`config.mk`:
```
export PLATFORM = sky130hd
export DESIGN_NAME = gfx_rom_arbiter
export DESIGN_NICKNAME = d
export VERILOG_FILES = /design/src/rtl/gfx_rom_arb_pkg.sv /design/src/rtl/gfx_rom_arb_prio.sv /design/src/rtl/gfx_rom_arbiter.sv
export SDC_FILE = /design/constraint.sdc
export NUM_CORES = 1
export LEC_CHECK = 0
export CORE_ASPECT_RATIO = 0.5
export CORE_MARGIN = 1.5
export CORE_UTILIZATION = 35
export CTS_CLUSTER_SIZE = 28
export DETAILED_ROUTE_END_ITERATION = 10
export PLACE_DENSITY = 0.79
export SYNTH_ARGS = -nofsm -noshare
export SYNTH_HDL_FRONTEND = slang
export SYNTH_HIERARCHICAL = 1
export SYNTH_SLANG_ARGS = --single-unit
```
`constraint.sdc`:
```
create_clock -name CLK -period 1.55 [get_ports CLK]
set_clock_uncertainty 0.05 [all_clocks]
set_input_delay 0.2325 -clock CLK [delete_from_list [all_inputs] [get_ports CLK]]
set_output_delay 0.2325 -clock CLK [all_outputs]
set_load 0.005 [all_outputs]
```
`src/rtl/gfx_rom_arb_pkg.sv`:
```
// ============================================================================
// Module   : gfx_rom_arb_pkg
// Brief    : Shared types and constants for the graphics ROM arbiter.
// Revision : 1.0 - initial release
// ============================================================================
`default_nettype none

package gfx_rom_arb_pkg;

    typedef enum logic [1:0] {
        ST_IDLE   = 2'd0,
        ST_SETUP  = 2'd1,
        ST_ACCESS = 2'd2,
        ST_DONE   = 2'd3
    } state_t;

    localparam int REQ_A   = 0;
    localparam int REQ_B   = 1;
    localparam int REQ_F   = 2;
    localparam int NUM_REQ = 3;

    localparam int ADDR_W_DEFAULT = 18;
    localparam int DATA_W_DEFAULT = 32;

    // Pointer value that makes layer A the first candidate.
    localparam logic [1:0] c_ptr_reset = 2'd2;

    function automatic logic [1:0] f_grant_idx(input logic [NUM_REQ-1:0] grant);
        logic [1:0] idx;
        idx = 2'd0;
        if (grant[REQ_B]) idx = 2'd1;
        if (grant[REQ_F]) idx = 2'd2;
        return idx;
    endfunction

endpackage

`default_nettype wire

```
`src/rtl/gfx_rom_arb_prio.sv`:
```
// ============================================================================
// Module   : gfx_rom_arb_prio
// Brief    : Combinational rotating grant selector; search starts after ptr.
// Revision : 1.0 - initial release
// ============================================================================
`default_nettype none

module gfx_rom_arb_prio
    import gfx_rom_arb_pkg::*;
(
    input  logic [NUM_REQ-1:0] req,
    input  logic [1:0]         ptr,
    output logic [NUM_REQ-1:0] grant
);

    // ptr=2 yields plain A > B > F, which is how the fixed build reuses this.
    always_comb begin
        grant = '0;
        case (ptr)
            2'd0: begin
                if (req[REQ_B])      grant[REQ_B] = 1'b1;
                else if (req[REQ_F]) grant[REQ_F] = 1'b1;
                else if (req[REQ_A]) grant[REQ_A] = 1'b1;
            end
            2'd1: begin
                if (req[REQ_F])      grant[REQ_F] = 1'b1;
                else if (req[REQ_A]) grant[REQ_A] = 1'b1;
                else if (req[REQ_B]) grant[REQ_B] = 1'b1;
            end
            default: begin
                if (req[REQ_A])      grant[REQ_A] = 1'b1;
                else if (req[REQ_B]) grant[REQ_B] = 1'b1;
                else if (req[REQ_F]) grant[REQ_F] = 1'b1;
            end
        endcase
    end

endmodule

`default_nettype wire

```
`src/rtl/gfx_rom_arbiter.sv`:
```
// ============================================================================
// Module   : gfx_rom_arbiter
// Brief    : Three-requester arbiter for a shared async graphics ROM pair.
//            Define GFX_ROM_ARB_RR_EN for round-robin grant (default: fixed).
// Revision : 1.0 - initial release
// ============================================================================
`default_nettype none

module gfx_rom_arbiter
    import gfx_rom_arb_pkg::*;
#(
    parameter int WAIT_CYCLES = 4,
    parameter int ADDR_W      = ADDR_W_DEFAULT,
    parameter int DATA_W      = DATA_W_DEFAULT
) (
    input  logic                CLK,
    input  logic                RSTn,
    input  logic [NUM_REQ-1:0]  REQ,
    input  logic [ADDR_W-1:0]   ADDR_A,
    input  logic [ADDR_W-1:0]   ADDR_B,
    input  logic [ADDR_W-1:0]   ADDR_F,
    output logic [NUM_REQ-1:0]  ACK,
    output logic [DATA_W-1:0]   RDATA,
    output logic [ADDR_W-1:0]   ROM_ADDR,
    output logic                ROM_CEn,
    output logic                ROM_OEn,
    input  logic [DATA_W-1:0]   ROM_DATA
);

    localparam logic [3:0] c_wait_load = 4'(WAIT_CYCLES - 1);

    state_t               r_state;
    state_t               w_state_nxt;
    logic [NUM_REQ-1:0]   r_grant;
    logic [NUM_REQ-1:0]   w_grant;
    logic [1:0]           w_ptr;
    logic [3:0]           r_wait;
    logic [ADDR_W-1:0]    r_rom_addr;
    logic [ADDR_W-1:0]    w_addr_sel;
    logic [DATA_W-1:0]    r_rdata;
    logic                 w_take;
    logic                 w_capture;

`ifdef GFX_ROM_ARB_RR_EN
    logic [1:0] r_ptr;

    always_ff @(posedge CLK) begin
        if (!RSTn) begin
            r_ptr <= c_ptr_reset;
        end else if (w_take) begin
            r_ptr <= f_grant_idx(w_grant);
        end
    end

    assign w_ptr = r_ptr;
`else
    assign w_ptr = c_ptr_reset;
`endif

    gfx_rom_arb_prio u_prio (
        .req   (REQ),
        .ptr   (w_ptr),
        .grant (w_grant)
    );

    always_comb begin
        w_addr_sel = ADDR_A;
        if (w_grant[REQ_B]) w_addr_sel = ADDR_B;
        if (w_grant[REQ_F]) w_addr_sel = ADDR_F;
    end

    always_ff @(posedge CLK) begin
        if (!RSTn) begin
            r_state <= ST_IDLE;
        end else begin
            r_state <= w_state_nxt;
        end
    end

    always_comb begin
        w_state_nxt = r_state;
        ROM_CEn     = 1'b1;
        ROM_OEn     = 1'b1;
        ACK         = '0;
        w_take      = 1'b0;
        w_capture   = 1'b0;
        case (r_state)
            ST_IDLE: begin
                if (|REQ) begin
                    w_take      = 1'b1;
                    w_state_nxt = ST_SETUP;
                end
            end
            ST_SETUP: begin
                ROM_CEn     = 1'b0;
                w_state_nxt = ST_ACCESS;
            end
            ST_ACCESS: begin
                ROM_CEn = 1'b0;
                ROM_OEn = 1'b0;
                if (r_wait == 4'd0) begin
                    w_capture   = 1'b1;
                    w_state_nxt = ST_DONE;
                end
            end
            ST_DONE: begin
                ACK         = r_grant;
                w_state_nxt = ST_IDLE;
            end
            default: w_state_nxt = ST_IDLE;
        endcase
    end

    // Grant and address are frozen at IDLE so requester changes mid-access are ignored.
    always_ff @(posedge CLK) begin
        if (!RSTn) begin
            r_grant    <= '0;
            r_rom_addr <= '0;
            r_wait     <= 4'd0;
            r_rdata    <= '0;
        end else begin
            if (w_take) begin
                r_grant    <= w_grant;
                r_rom_addr <= w_addr_sel;
            end
            if (r_state == ST_SETUP) begin
                r_wait <= c_wait_load;
            end else if ((r_state == ST_ACCESS) && (r_wait != 4'd0)) begin
                r_wait <= r_wait - 4'd1;
            end
            if (w_capture) begin
                r_rdata <= ROM_DATA;
            end
        end
    end

    assign ROM_ADDR = r_rom_addr;
    assign RDATA    = r_rdata;

endmodule

`default_nettype wire

```
# After elaboration in Yosys (flattened, before gate mapping)
# Index checks and enable logic that the tools add are counted.
[totals]
reg_bits = 59
output_inout_bits = 55
[op_classes]
add_sub_neg = 1
eq_ne = 5
mux = 19
n_bitwise = 1
reduce_logical = 9
[ops]
columns = ["operator", "n"]
rows = [
  ["$mux W18", 2],
  ["$mux W1", 10],
  ["$mux W2", 5],
  ["$pmux W2 S4", 1],
  ["$eq A2 B2 Y1 const B", 2],
  ["$logic_not A4 Y1", 1],
  ["$ne A2 B2 Y1 const B", 2],
  ["$reduce_bool A4 Y1", 1],
  ["$reduce_or A2 Y1", 2],
  ["$sub A4 B1 Y4 const B", 1],
  ["$mux W3", 1],
  ["$reduce_or A3 Y1", 1],
  ["$eq A2 B1 Y1 const B", 1],
  ["$logic_not A2 Y1", 1],
  ["$reduce_and A2 Y1", 1],
  ["$reduce_bool A2 Y1", 1],
  ["$logic_and A1 B1 Y1", 1],
  ["$not A1 Y1", 1],
]

# Longest topological paths before layout
[logic_depth]
ltp_word = 5
depth_mapped = 8

# By module
# The synthesis kept the hierarchy.
[modules_own_cells]
columns = ["module", "instances", "cells_each", "area_each_um2"]
rows = [
  ["gfx_rom_arbiter", 1, 302, 2615.0],
  ["gfx_rom_arb_prio", 1, 7, 51.3],
]

# Least setup slack after synthesis
# Ideal clock, no wire load.
[synth_timing]
kind = "register to register"
start = "reg r_state[0]"
end = "reg r_rom_addr[10], in the netlist ROM_ADDR[10]"
setup_time_ps = 117
t_arrival_ps = 1407
setup_slack_ps = -24
stages_incl_launch_ff = 8
path_buffers = 2
period_less_slack_ps = 1574
cell_sequence = "dfxtp_1 inv_1 ha_1 o31ai_4 and2_1 buf_6 buf_12 a22o_2"
[synth_between]
elab_chain_cells = 2
[synth_lines]
columns = ["element", "line_no", "rtl"]
rows = [
  ["from (decl)", "gfx_rom_arbiter.sv:32", "state_t r_state;"],
  ["from (signal assigned)", "gfx_rom_arbiter.sv:76", "r_state <= w_state_nxt;"],
  ["$logic_not A2 Y1", "gfx_rom_arbiter.sv:87", "case (r_state)"],
  ["$mux W1", "gfx_rom_arbiter.sv:87", ""],
  ["to (signal assigned)", "gfx_rom_arbiter.sv:124", "r_rom_addr <= w_addr_sel;"],
  ["to (decl)", "gfx_rom_arbiter.sv:38", "logic [ADDR_W-1:0] r_rom_addr;"],
]
# Every way passes these cells.
# A chain may end at the register's enable or synchronous reset.

# Worst setup path after layout
[layout_timing]
start = "reg r_state[0]"
end = "out ACK[0]"
[layout_between]
elab_chain_cells = 2
[layout_lines]
columns = ["element", "line_no", "rtl"]
rows = [
  ["$eq A2 B2 Y1", "gfx_rom_arbiter.sv:87", ""],
  ["$mux W3", "gfx_rom_arbiter.sv:87", ""],
  ["to (decl)", "gfx_rom_arbiter.sv:22", "output logic [NUM_REQ-1:0] ACK,"],
]
# Every way passes these cells.

==> flow_metrics.env <==
export IMPL_core_area_mm2=0.007350
export IMPL_required_ns=1.27
export IMPL_nets=570
export IMPL_final_max_slew_violation_count=0
export IMPL_leakagePower_uw=0.001859
export IMPL_min_period_ns=1.530
export IMPL_setup_viol=0
export IMPL_fin_crit_sh_pct=98.71
export IMPL_pwr_share_clk_pct=25.9
export IMPL_rsz0062_at_grt="yes"
export IMPL_grt_max_degree=38
export IMPL_grt_antenna_before_repair=0
export IMPL_yosysSeqAreaShare_pct=44.30
export IMPL_fp_dieArea_mm2=0.008182
export IMPL_cts_max_level=3
export IMPL_mostFrequentLayoutCell="clkdlybuf4s50_1"
export IMPL_synth_cell_types=35
export IMPL_switching_power_uw=1986
export IMPL_startpoint_type="flop"
export IMPL_critPathArrivalTime_ns=1.25
export IMPL_status="completed"
export IMPL_synth_top_area_share_pct=44.30
export IMPL_whs_ns=0.3996
export IMPL_placed_area_mm2=0.004338
export IMPL_worst_path_max_fanout=3
export IMPL_sequentialPowerShare_pct=31.2
export IMPL_globalRouteOverflowTotal=0
export IMPL_cts_hold_buf=0
export IMPL_ys_warn_count=6
export IMPL_num_io_pins=146
export IMPL_async_reset_ff_share_pct=0
export IMPL_die_w_um=126.4
export IMPL_start_util_pct=36.28
export IMPL_critPathSlowestCell="dfxtp_2"
export IMPL_max_clock_freq_mhz=653.6
export IMPL_synth_seq_cells=59
export IMPL_clk_transition_reported_paths_ns=0.05
export IMPL_num_rows=22
export IMPL_hold_violations=0
export IMPL_vias=2680
export IMPL_clk_latency_ns=0.32
export IMPL_place_gp_congestion=0.7948
export IMPL_p_comb_share_pct=43.0
export IMPL_drc_errors=0
export IMPL_root_buffer="clkbuf_16"
export IMPL_post_route_cell_area_mm2=0.004816
export IMPL_numCtsBuffers=9
export IMPL_synth_cells=309
export IMPL_cts_buffer_depth=2
export IMPL_drtIter0Drc=101
export IMPL_antenna_left=0
export IMPL_dr_pass1_iters=4
export IMPL_cts_tree="built"
export IMPL_cp_num_buf_inv=1
export IMPL_cts_sinks=59
export IMPL_crit_type="flop to output port"
export IMPL_grt_pass1_wl_um=12030
export IMPL_max_stage_delay_ns=0.33
export IMPL_synthToLayoutAreaGrowth_pct=80.62
export IMPL_p_total_uw=6670
export IMPL_drt_wl_total_um=7989
export IMPL_synth_flop_cell="dfxtp_1"
export IMPL_synth_edf_count=0
export IMPL_yosys_top_cells_area="dfxtp_1 44%, nand2_1 12%, mux2i_1 8.3%, a21oi_1 6.2%, a22o_2 4.9%"
export IMPL_pwr_density_cell_mw_per_mm2=1385
export IMPL_diodes=0
export IMPL_end_kind="output port"
export IMPL_viasPerCell=4.710
export IMPL_p_int_uw=4684
export IMPL_cap_violations=0
export IMPL_cp_top_family="flip-flops"
export IMPL_post_drt_wl_per_cell_um=14.04
export IMPL_first_global_vias=2393
export IMPL_netlist_area_mm2=0.002666
export IMPL_final_cell_mix="138 x clkdlybuf4s50_1, 85 x nand2_1, 56 x dfxtp_1"
export IMPL_syn_avg_cell_area_um2=8.629
export IMPL_sw_frac_of_total_pct=29.77
export IMPL_yosys_area_top_type="dfxtp_1"
export IMPL_die_y_um=64.72
export IMPL_track_usage_pct=19.00
export IMPL_place_hpwl_um=5169
export IMPL_worstPathCellList="ha_2 -> and2_1 -> dlygate4sd2_1"
export IMPL_port_buffers=145
export IMPL_drive_gt1_share_pct=15.01
export IMPL_max_vdd_ir_drop_mv=0.6582
export IMPL_min_path_type="flop to flop"
sequential cells by signal, indices dropped and copies added, names as in the netlist:
| register | flops |
|---|---|
| RDATA | 32 |
| ROM_ADDR | 18 |
| r_grant | 3 |
| r_state | 2 |
| r_wait | 4 |
per-stage QoR:
stage / util [%] / std cells / TNS (ns) / setup slack [ns]
4_1_cts: 64.15 / 567 / -0.01896 / -0.01896
3_3_place_gp: 59.02 / 549 / -7.929 / -0.4071
3_5_place_dp: 59.02 / 549 / -8.811 / -0.4508
2_1_floorplan: - / 312 / 0 / 0.01338
6_report: 65.53 / 569 / 0 / 0.02000
5_1_grt: 65.53 / 569 / -0.02415 / -0.01696
metal layers:
metal	vias to the layer above	share of wire (%)	global-route usage, %
met2	88	49	31.83
met1	1209	44	22.78
li1	1377	-	-
met4	0	0.79	6.034
met5	-	0	0
met3	6	6.3	7.184
synth_stat cells (3+ instances only):
library cell and count:
inv_1 9, a22o_1 5, o21ai_0 18, buf_2 10, dfxtp_1 59, mux2i_1 22
nor3_1 3, nor2_1 5, clkbuf_1 8, ha_1 7, a21oi_1 33, nand2_1 85
a211oi_1 3, a22o_2 13, and2_1 4
final cells by class:
class,count,area (um^2)
tap,96,120.1
clock buffer,12,256.5
timing repair buffer,171,1803
fill,589,2534
inverter,9,33.78
sequential,59,1185
multi-input combinational,222,1418
cell families (layout without fill, tap and decap cells):
group	Yosys count	after routing	share of synthesized area, %
mux	22	22	8.259
compound gates	79	79	19.62
other cells	2	5	0.2817
flops	59	59	44.30
fa+ha+maj	7	7	3.285
xor+xnor	1	1	0.3285
simple gates	108	108	17.93
buf+inv	31	192	6.006
worst reg2reg max path, delay by kind of cell (launching register included):
family | cells | cell delay (ns)
DFF | 1 | 0.33
and+or+nand+nor | 1 | 0.29
muxes | 1 | 0.20
buffers and inverters | 2 | 0.26
AOI/OAI and AO/OA | 1 | 0.11
adders and majority gates | 1 | 0.15
worst paths after layout:
path,start,endpoint,slack (ns),depth (start not counted)
setup / recovery,r_state[0],ACK[0],0.02,3
hold / removal,RDATA[0],RDATA[0],0.40,2
setup reg to reg,r_state[0],r_state[1],0.08,6
hold reg to reg,RDATA[0],RDATA[0],0.40,2
power by group through the flow:
stage	Combinational [uW]	Clock (uW)	Sequential, uW
floorplan	1210	0	2100
global placement	2470	0	2080
detailed placement	2510	0	2100
CTS	2630	1770	2070
global route	3110	1850	2110
finish	2870	1730	2080
timing repair:
action / 4_1_cts / 5_1_grt
buffers inserted: 4 / 0
pin swaps: 1 / 4
hold endpoints to repair: 0 / 0
resized for setup: 19 / 17
gates cloned: 2 / 2
setup endpoints to repair: 24 / 46
Power figures use the tool's default switching activity.
